[config.mk]
export PLATFORM = sky130hd
export DESIGN_NAME = core_boot_sequencer
export DESIGN_NICKNAME = d
export VERILOG_FILES = /design/src/rtl/core_boot_sequencer.sv
export SDC_FILE = /design/constraint.sdc
export NUM_CORES = 1
export LEC_CHECK = 0
export CORE_MARGIN = 2
export CORE_UTILIZATION = 51
export CTS_CLUSTER_DIAMETER = 40
export DETAILED_ROUTE_END_ITERATION = 7
export HOLD_SLACK_MARGIN = 0.02
export PLACE_DENSITY = 0.9
export SLEW_MARGIN = 5
export SYNTH_ARGS = -nofsm -noshare
export SYNTH_HDL_FRONTEND = slang
export SYNTH_SLANG_ARGS = --single-unit
[constraint.sdc]
create_clock -name clk -period 3.24 [get_ports clk]
set_input_delay 0.972 -clock clk [delete_from_list [all_inputs] [get_ports clk]]
set_output_delay 0.972 -clock clk [all_outputs]
set_load 0.005 [all_outputs]
[src/rtl/core_boot_sequencer.sv]
// Boot sequencer: streams instruction words, register presets, barrier mask,
// start PC and a terminating NULL packet from two image ROMs into a core.

package core_boot_sequencer_pkg;

    typedef enum logic [2:0] {
        OP_NULL  = 3'd0,
        OP_INSTR = 3'd1,
        OP_REG   = 3'd2,
        OP_BAR   = 3'd3,
        OP_PC    = 3'd4
    } net_op_e;

    typedef struct packed {
        logic [3:0]  reserved;
        logic [9:0]  id;
        net_op_e     net_op;
        logic [9:0]  net_addr;
        logic [31:0] net_data;
    } net_packet_s;

endpackage

module core_boot_sequencer
    import core_boot_sequencer_pkg::*;
#(
    parameter int unsigned instr_count_p = 1024,
    parameter int unsigned reg_count_p   = 64,
    parameter logic [9:0]  core_id_p     = 10'b0000000001,
    parameter logic [9:0]  bar_addr_p    = 10'd24
) (
    input  logic                               clk,
    input  logic                               reset,
    input  logic                               start_i,
    input  logic [31:0]                        bar_mask_i,
    input  logic [31:0]                        pc_start_i,
    output logic [$clog2(instr_count_p)-1:0]   instr_addr_o,
    input  logic [15:0]                        instr_data_i,
    output logic [$clog2(reg_count_p)-1:0]     reg_addr_o,
    input  logic [39:0]                        reg_data_i,
    output logic [$bits(net_packet_s)-1:0]     net_packet_flat_o,
    output logic                               busy_o,
    output logic                               done_o
);

    localparam int unsigned IAW = $clog2(instr_count_p);
    localparam int unsigned RAW = $clog2(reg_count_p);
    localparam logic [IAW-1:0] INSTR_LAST = IAW'(instr_count_p - 1);
    localparam logic [RAW-1:0] REG_LAST   = RAW'(reg_count_p - 1);
    localparam logic [31:0]    NULL_DATA  = 32'hFFFF_FFFE;

    typedef enum logic [2:0] {
        S_IDLE,
        S_INSTR,
        S_REG,
        S_TAIL,
        S_DONE
    } state_e;

    state_e         state;
    logic [1:0]     tail_cnt;
    logic           tag_valid;
    logic           tag_phase;
    logic [IAW-1:0] tag_idx;
    logic [31:0]    mask_q;
    logic [31:0]    pc_q;
    net_packet_s    pkt_q;
    net_packet_s    rom_pkt_c;
    logic           unused_reg_bits;

    assign net_packet_flat_o = pkt_q;
    assign unused_reg_bits   = ^reg_data_i[39:38];

    function automatic net_packet_s make_pkt(net_op_e op, logic [9:0] addr, logic [31:0] data);
        net_packet_s p;
        p.reserved = 4'b0;
        p.id       = core_id_p;
        p.net_op   = op;
        p.net_addr = addr;
        p.net_data = data;
        return p;
    endfunction

    // Format ROM data returned for the read tagged one cycle earlier.
    always_comb begin
        rom_pkt_c = make_pkt(OP_INSTR, 10'(tag_idx), {16'b0, instr_data_i});
        if (tag_phase) begin
            rom_pkt_c = make_pkt(OP_REG, 10'(reg_data_i[37:32]), reg_data_i[31:0]);
        end
    end

    always_ff @(posedge clk) begin
        if (reset) begin
            state        <= S_IDLE;
            tail_cnt     <= 2'd0;
            tag_valid    <= 1'b0;
            tag_phase    <= 1'b0;
            tag_idx      <= '0;
            mask_q       <= 32'd0;
            pc_q         <= 32'd0;
            pkt_q        <= '0;
            instr_addr_o <= '0;
            reg_addr_o   <= '0;
            busy_o       <= 1'b0;
            done_o       <= 1'b0;
        end else begin
            tag_valid <= 1'b0;
            if (tag_valid) begin
                pkt_q <= rom_pkt_c;
            end

            case (state)
                S_IDLE, S_DONE: begin
                    // Output is held (zeros or NULL) until the first new packet arrives.
                    if (start_i) begin
                        state        <= S_INSTR;
                        instr_addr_o <= '0;
                        reg_addr_o   <= '0;
                        mask_q       <= bar_mask_i;
                        pc_q         <= pc_start_i;
                        tail_cnt     <= 2'd0;
                        busy_o       <= 1'b1;
                        done_o       <= 1'b0;
                    end
                end
                S_INSTR: begin
                    tag_valid <= 1'b1;
                    tag_phase <= 1'b0;
                    tag_idx   <= instr_addr_o;
                    if (instr_addr_o == INSTR_LAST) begin
                        state <= S_REG;
                    end else begin
                        instr_addr_o <= instr_addr_o + IAW'(1);
                    end
                end
                S_REG: begin
                    tag_valid <= 1'b1;
                    tag_phase <= 1'b1;
                    if (reg_addr_o == REG_LAST) begin
                        state <= S_TAIL;
                    end else begin
                        reg_addr_o <= reg_addr_o + RAW'(1);
                    end
                end
                S_TAIL: begin
                    // Step 0 lets the last REG packet drain out of the tag stage.
                    tail_cnt <= tail_cnt + 2'd1;
                    case (tail_cnt)
                        2'd1: pkt_q <= make_pkt(OP_BAR, bar_addr_p, mask_q);
                        2'd2: pkt_q <= make_pkt(OP_PC, 10'd0, pc_q);
                        2'd3: begin
                            pkt_q  <= make_pkt(OP_NULL, bar_addr_p, NULL_DATA);
                            busy_o <= 1'b0;
                            done_o <= 1'b1;
                            state  <= S_DONE;
                        end
                        default: ;
                    endcase
                end
                default: state <= S_IDLE;
            endcase
        end
    end

endmodule

==> results by stage <==
Route:
- The final routed wirelength across all metal layers is 19.1 mm.
- The average wire length per cell after detail routing is 16.9 um.
- The count of TritonRoute iterations in the first routing pass is 4.
- Dividing the detail-routed via count by the number of cells gives 5.66.
- The first routing iteration left 562 violations.
- The routed layout has 6392 vias.
- Once detail routing completed, the nets flagged for antenna violations numbered 0.
- For this run, design rule violations remaining after detail routing come to 0.

Synth:
- Of the total synthesized cell area, the portion taken by full adders, half adders and majority gates is 0.0112.
- Of all flip-flops after synthesis, the portion carrying an async set or reset was 0.
- Yosys printed 0 warnings.
- The number of unique standard cell types used by synthesis is 54.
- Counting every net in the synthesized netlist gives 919.
- The number of flops mapped to enable cells by yosys is 0.
- Of the total synthesized cell area, the portion taken by XOR and XNOR cells is 0.00131.
- The area of the mapped netlist is 0.00670 mm2.
- Measured against the total synthesized area, the mux share comes to 0.0344.
- In the synthesized netlist, the cells that appear most often are sky130_fd_sc_hd__nand2_1 (162), sky130_fd_sc_hd__dfxtp_1 (158), sky130_fd_sc_hd__a21oi_1 (117).
- In this run, synthesis produced a sequential element count of 158.
- sky130_fd_sc_hd__dfxtp_1 takes more of the synthesized area than any other cell.
- After synthesis, the largest family of logic cells by area is compound AO/OA/AOI/OAI gates.
- The share of synthesized area in the top cell type comes to 0.472.
- By area the synthesized netlist is led by sky130_fd_sc_hd__dfxtp_1 (47%), sky130_fd_sc_hd__nand2_1 (9.1%), sky130_fd_sc_hd__a21oi_1 (8.7%).
- The commonest register cell after synthesis is sky130_fd_sc_hd__dfxtp_1.
- The fraction of the mapped netlist area in compound gates was 0.234.
- The synthesized area per cell is 8.48 um2.
- The area share of and/or/nand/nor cells after synthesis is 0.193.
- Counting every instance in the synthesized netlist gives 790.
- Of the synthesized area, sequential elements account for 0.472.
- The most common cell in the netlist is sky130_fd_sc_hd__nand2_1.

Clock tree:
- After clock tree synthesis, the setup repair step added 0 buffers.
- CTS built an H-tree with a depth of 4.
- CTS saw 158 sinks.
- The clock reaches the later pin of the worst-skew pair after 0.42 ns.
- The maximum number of buffers from clock root to sink is 2.
- Gates resized during post-CTS repair numbered 0.
- The clock transition time at the flip-flop clock pins of the worst setup and hold paths is 0.06 ns.
- The total CTS buffers is 17.
- The clock tree root driver cell is sky130_fd_sc_hd__clkbuf_16.
- The hold-fix buffer count after cts is 0.
- TritonCTS built the clock tree.

Placement:
- The number of cells after detailed placement is 1097.
- At the end of routability-driven placement, the weighted congestion stood at 0.895.
- Input and output buffers added on the ports amount to 197.
- Detailed placement ended at an HPWL of 12.8 mm.

Timing:
- The maximum operating frequency is 405 MHz.
- The slew of the pin with the lowest slew margin is 0.888 ns.
- The number of max-slew violations in the final report is 0.
- The final-report hold violation count is 0.
- Summed over all failing endpoints, the final setup total negative slack is 0 ns.
- The number of setup violations in the final report is 0.
- The worst relative slew slack is 0.407.
- Setup repair after global routing left no endpoint under its margin.
- Clock skew on the completed layout was measured at 0.00486 ns.
- In the finished design, the share of the clock period the worst path needs comes to 0.762.
- The post-route minimum period is 2.47 ns.

Critical path:
- The standard cell with the maximum stage delay on the critical path is sky130_fd_sc_hd__clkdlybuf4s50_1.
- The worst setup path is launched from a register.
- The highest net fanout along the worst path is 8.
- The data arrival time of the critical path is 1.50 ns.
- The number of buffers and inverters on the critical path is 1.
- In this design, the largest share of critical-path delay is due to buffers and inverters.
- The slack of the worst reg-to-reg path is 1.01 ns.
- On the worst path, the slowest cell contributes a delay of 0.58 ns.
- The type of the setup path with the least slack is register to output pin.
- The signal on the critical path passes through clkdlybuf4s50_1.
- The type of destination of the critical path is an output pin.
- The worst path required time is 2.27 ns.

GRT:
- The remaining global-route overflow is 0.
- The global-route wire length before repair is 30.6 mm.
- The via count of the first global-routing pass is 6124.
- The initial antenna violation count is 0.
- Entering global routing, the biggest net connects 139 pins.
- Across every metal layer, demand over resource in global routing totals 0.271.

Cells and area:
- The relative area change from synthesis to final layout is 38.6%.
- The net count of the finished layout is 1073.
- Of the cells placed in the final design, the portion with a size suffix greater than 1 is 0.0554.
- The number of diodes added for antenna fixing is 0.
- The number of standard cells in the layout, taps in and fillers out is 1129.

Outcome:
- The run finished with clean final reports.

Power and ir drop:
- The share of total power dissipated in combinational logic is 0.250.
- For this design the total switching power over the nets is 1.66 mW.
- The worst-case IR drop observed on VDD is 380 uV.
- The internal power of the cells totals 4.08 mW.
- In this run the power density over the cells is 618 mW/mm2.
- The sequential fraction of design power is 0.405.
- Of the total power, the share spent switching nets is 0.290.
- The analysis attributes to cell leakage a power of 3.23 nW.
- The fraction of power consumed by the clock network is 0.345.

Die:
- The initial utilization of the core area, before any placement, comes to 0.527.
- Pin placement for this block handled 200 I/O pins.
- The die is 119 um wide.
- From bottom edge to top edge, the die measures 119 um.
- The cell row count is 41.
- The die covers 0.0141 mm2.
- The core region is 0.0127 mm2.

Worst hold path:
- The type of the most critical hold path is register to register.

Flow run:
- The tool flagged a number of max-cap violations equal to 0.
[final timing paths]
check / depth (start not counted) / from / endpoint
worst max register to register: 4 / state[0] / instr_addr_o[1]
worst max-delay path: 1 / instr_addr_o[6] / instr_addr_o[6]
worst min-delay path: 2 / mask_q[26] / mask_q[26]
worst min register to register: 2 / mask_q[26] / mask_q[26]
[tightest hold or removal path, delay by kind of cell, from the launching register on]
family,cells,cell delay [ns]
flip-flops,1,0.31
AND/OR/NAND/NOR,1,0.05
AO/OA/AOI/OAI,1,0.05
[registers in the layout, summed over array words and instances, names as in the netlist]
signal,flops
mask_q,32
tag_phase,1
tag_valid,1
busy_o,1
state,3
pc_q,32
net_packet_flat_o,59
reg_addr_o,6
tail_cnt,2
instr_addr_o,10
done_o,1
tag_idx,10
[cell type report]
class,count,area (um2)
Multi-Input combinational cell,552,3180
Clock buffer,26,509
Clock inverter,6,80.1
Timing Repair Buffer,210,2120
Fill cell,987,3430
Inverter,5,18.8
Sequential cell,158,3160
Tap cell,172,215
[metal layers]
| metal | routed length [um] | global-route usage | share of wire | vias to the layer above |
|---|---|---|---|---|
| met1 | 8070 | 0.345 | 0.42 | 2997 |
| li1 | - | - | - | 3124 |
| met4 | 456 | 0.105 | 0.024 | 0 |
| met5 | 0 | 0 | 0 | - |
| met3 | 1510 | 0.0796 | 0.079 | 34 |
| met2 | 9070 | 0.431 | 0.47 | 237 |
[cell usage in the layout (no fill, tap or decap), drive strengths merged, types with 11 or more instances in the layout]
| cell | Yosys | layout |
|---|---|---|
| a211oi | 36 | 36 |
| a21oi | 117 | 117 |
| a221o | 15 | 15 |
| a221oi | 34 | 34 |
| and2 | 15 | 15 |
| buf | 28 | 14 |
| clkbuf | 47 | 26 |
| clkdlybuf4s50 | 0 | 196 |
| dfxtp | 158 | 158 |
| mux2i | 23 | 23 |
| nand2 | 162 | 162 |
| nor2 | 52 | 52 |
| nor3 | 11 | 11 |
[stage by stage]
stage / hold WS, ns / setup slack, ns / total power [mW] / cell area (um2) / utilization
after global placement: 0.441 / 0.544 / 3.75 / 8700 / 0.684
after detailed placement: 0.445 / 0.521 / 3.78 / 8700 / 0.684
after global routing: 0.472 / 0.714 / 6.03 / 9290 / 0.730
after floorplan: 0.436 / 1.20 / 3.23 / 6700 / -
final: 0.455 / 0.771 / 5.74 / 9290 / 0.730
after CTS: 0.454 / 0.760 / 5.76 / 9290 / 0.730
[cell families after synthesis]
family	count (synthesis)
compound gates	237
mux	23
simple gates	285
fa+ha+maj	6
buf+inv	80
flops	158
xor+xnor	1
[power by group through the flow]
stage	sequential [mW]	combinational (mW)	clock (mW)
global placement	2.35	1.40	0
CTS	2.32	1.43	2.01
global route	2.35	1.58	2.09
finish	2.32	1.44	1.98
detailed placement	2.36	1.42	0
floorplan	2.32	0.908	0
(Power assumes the default switching activity.)
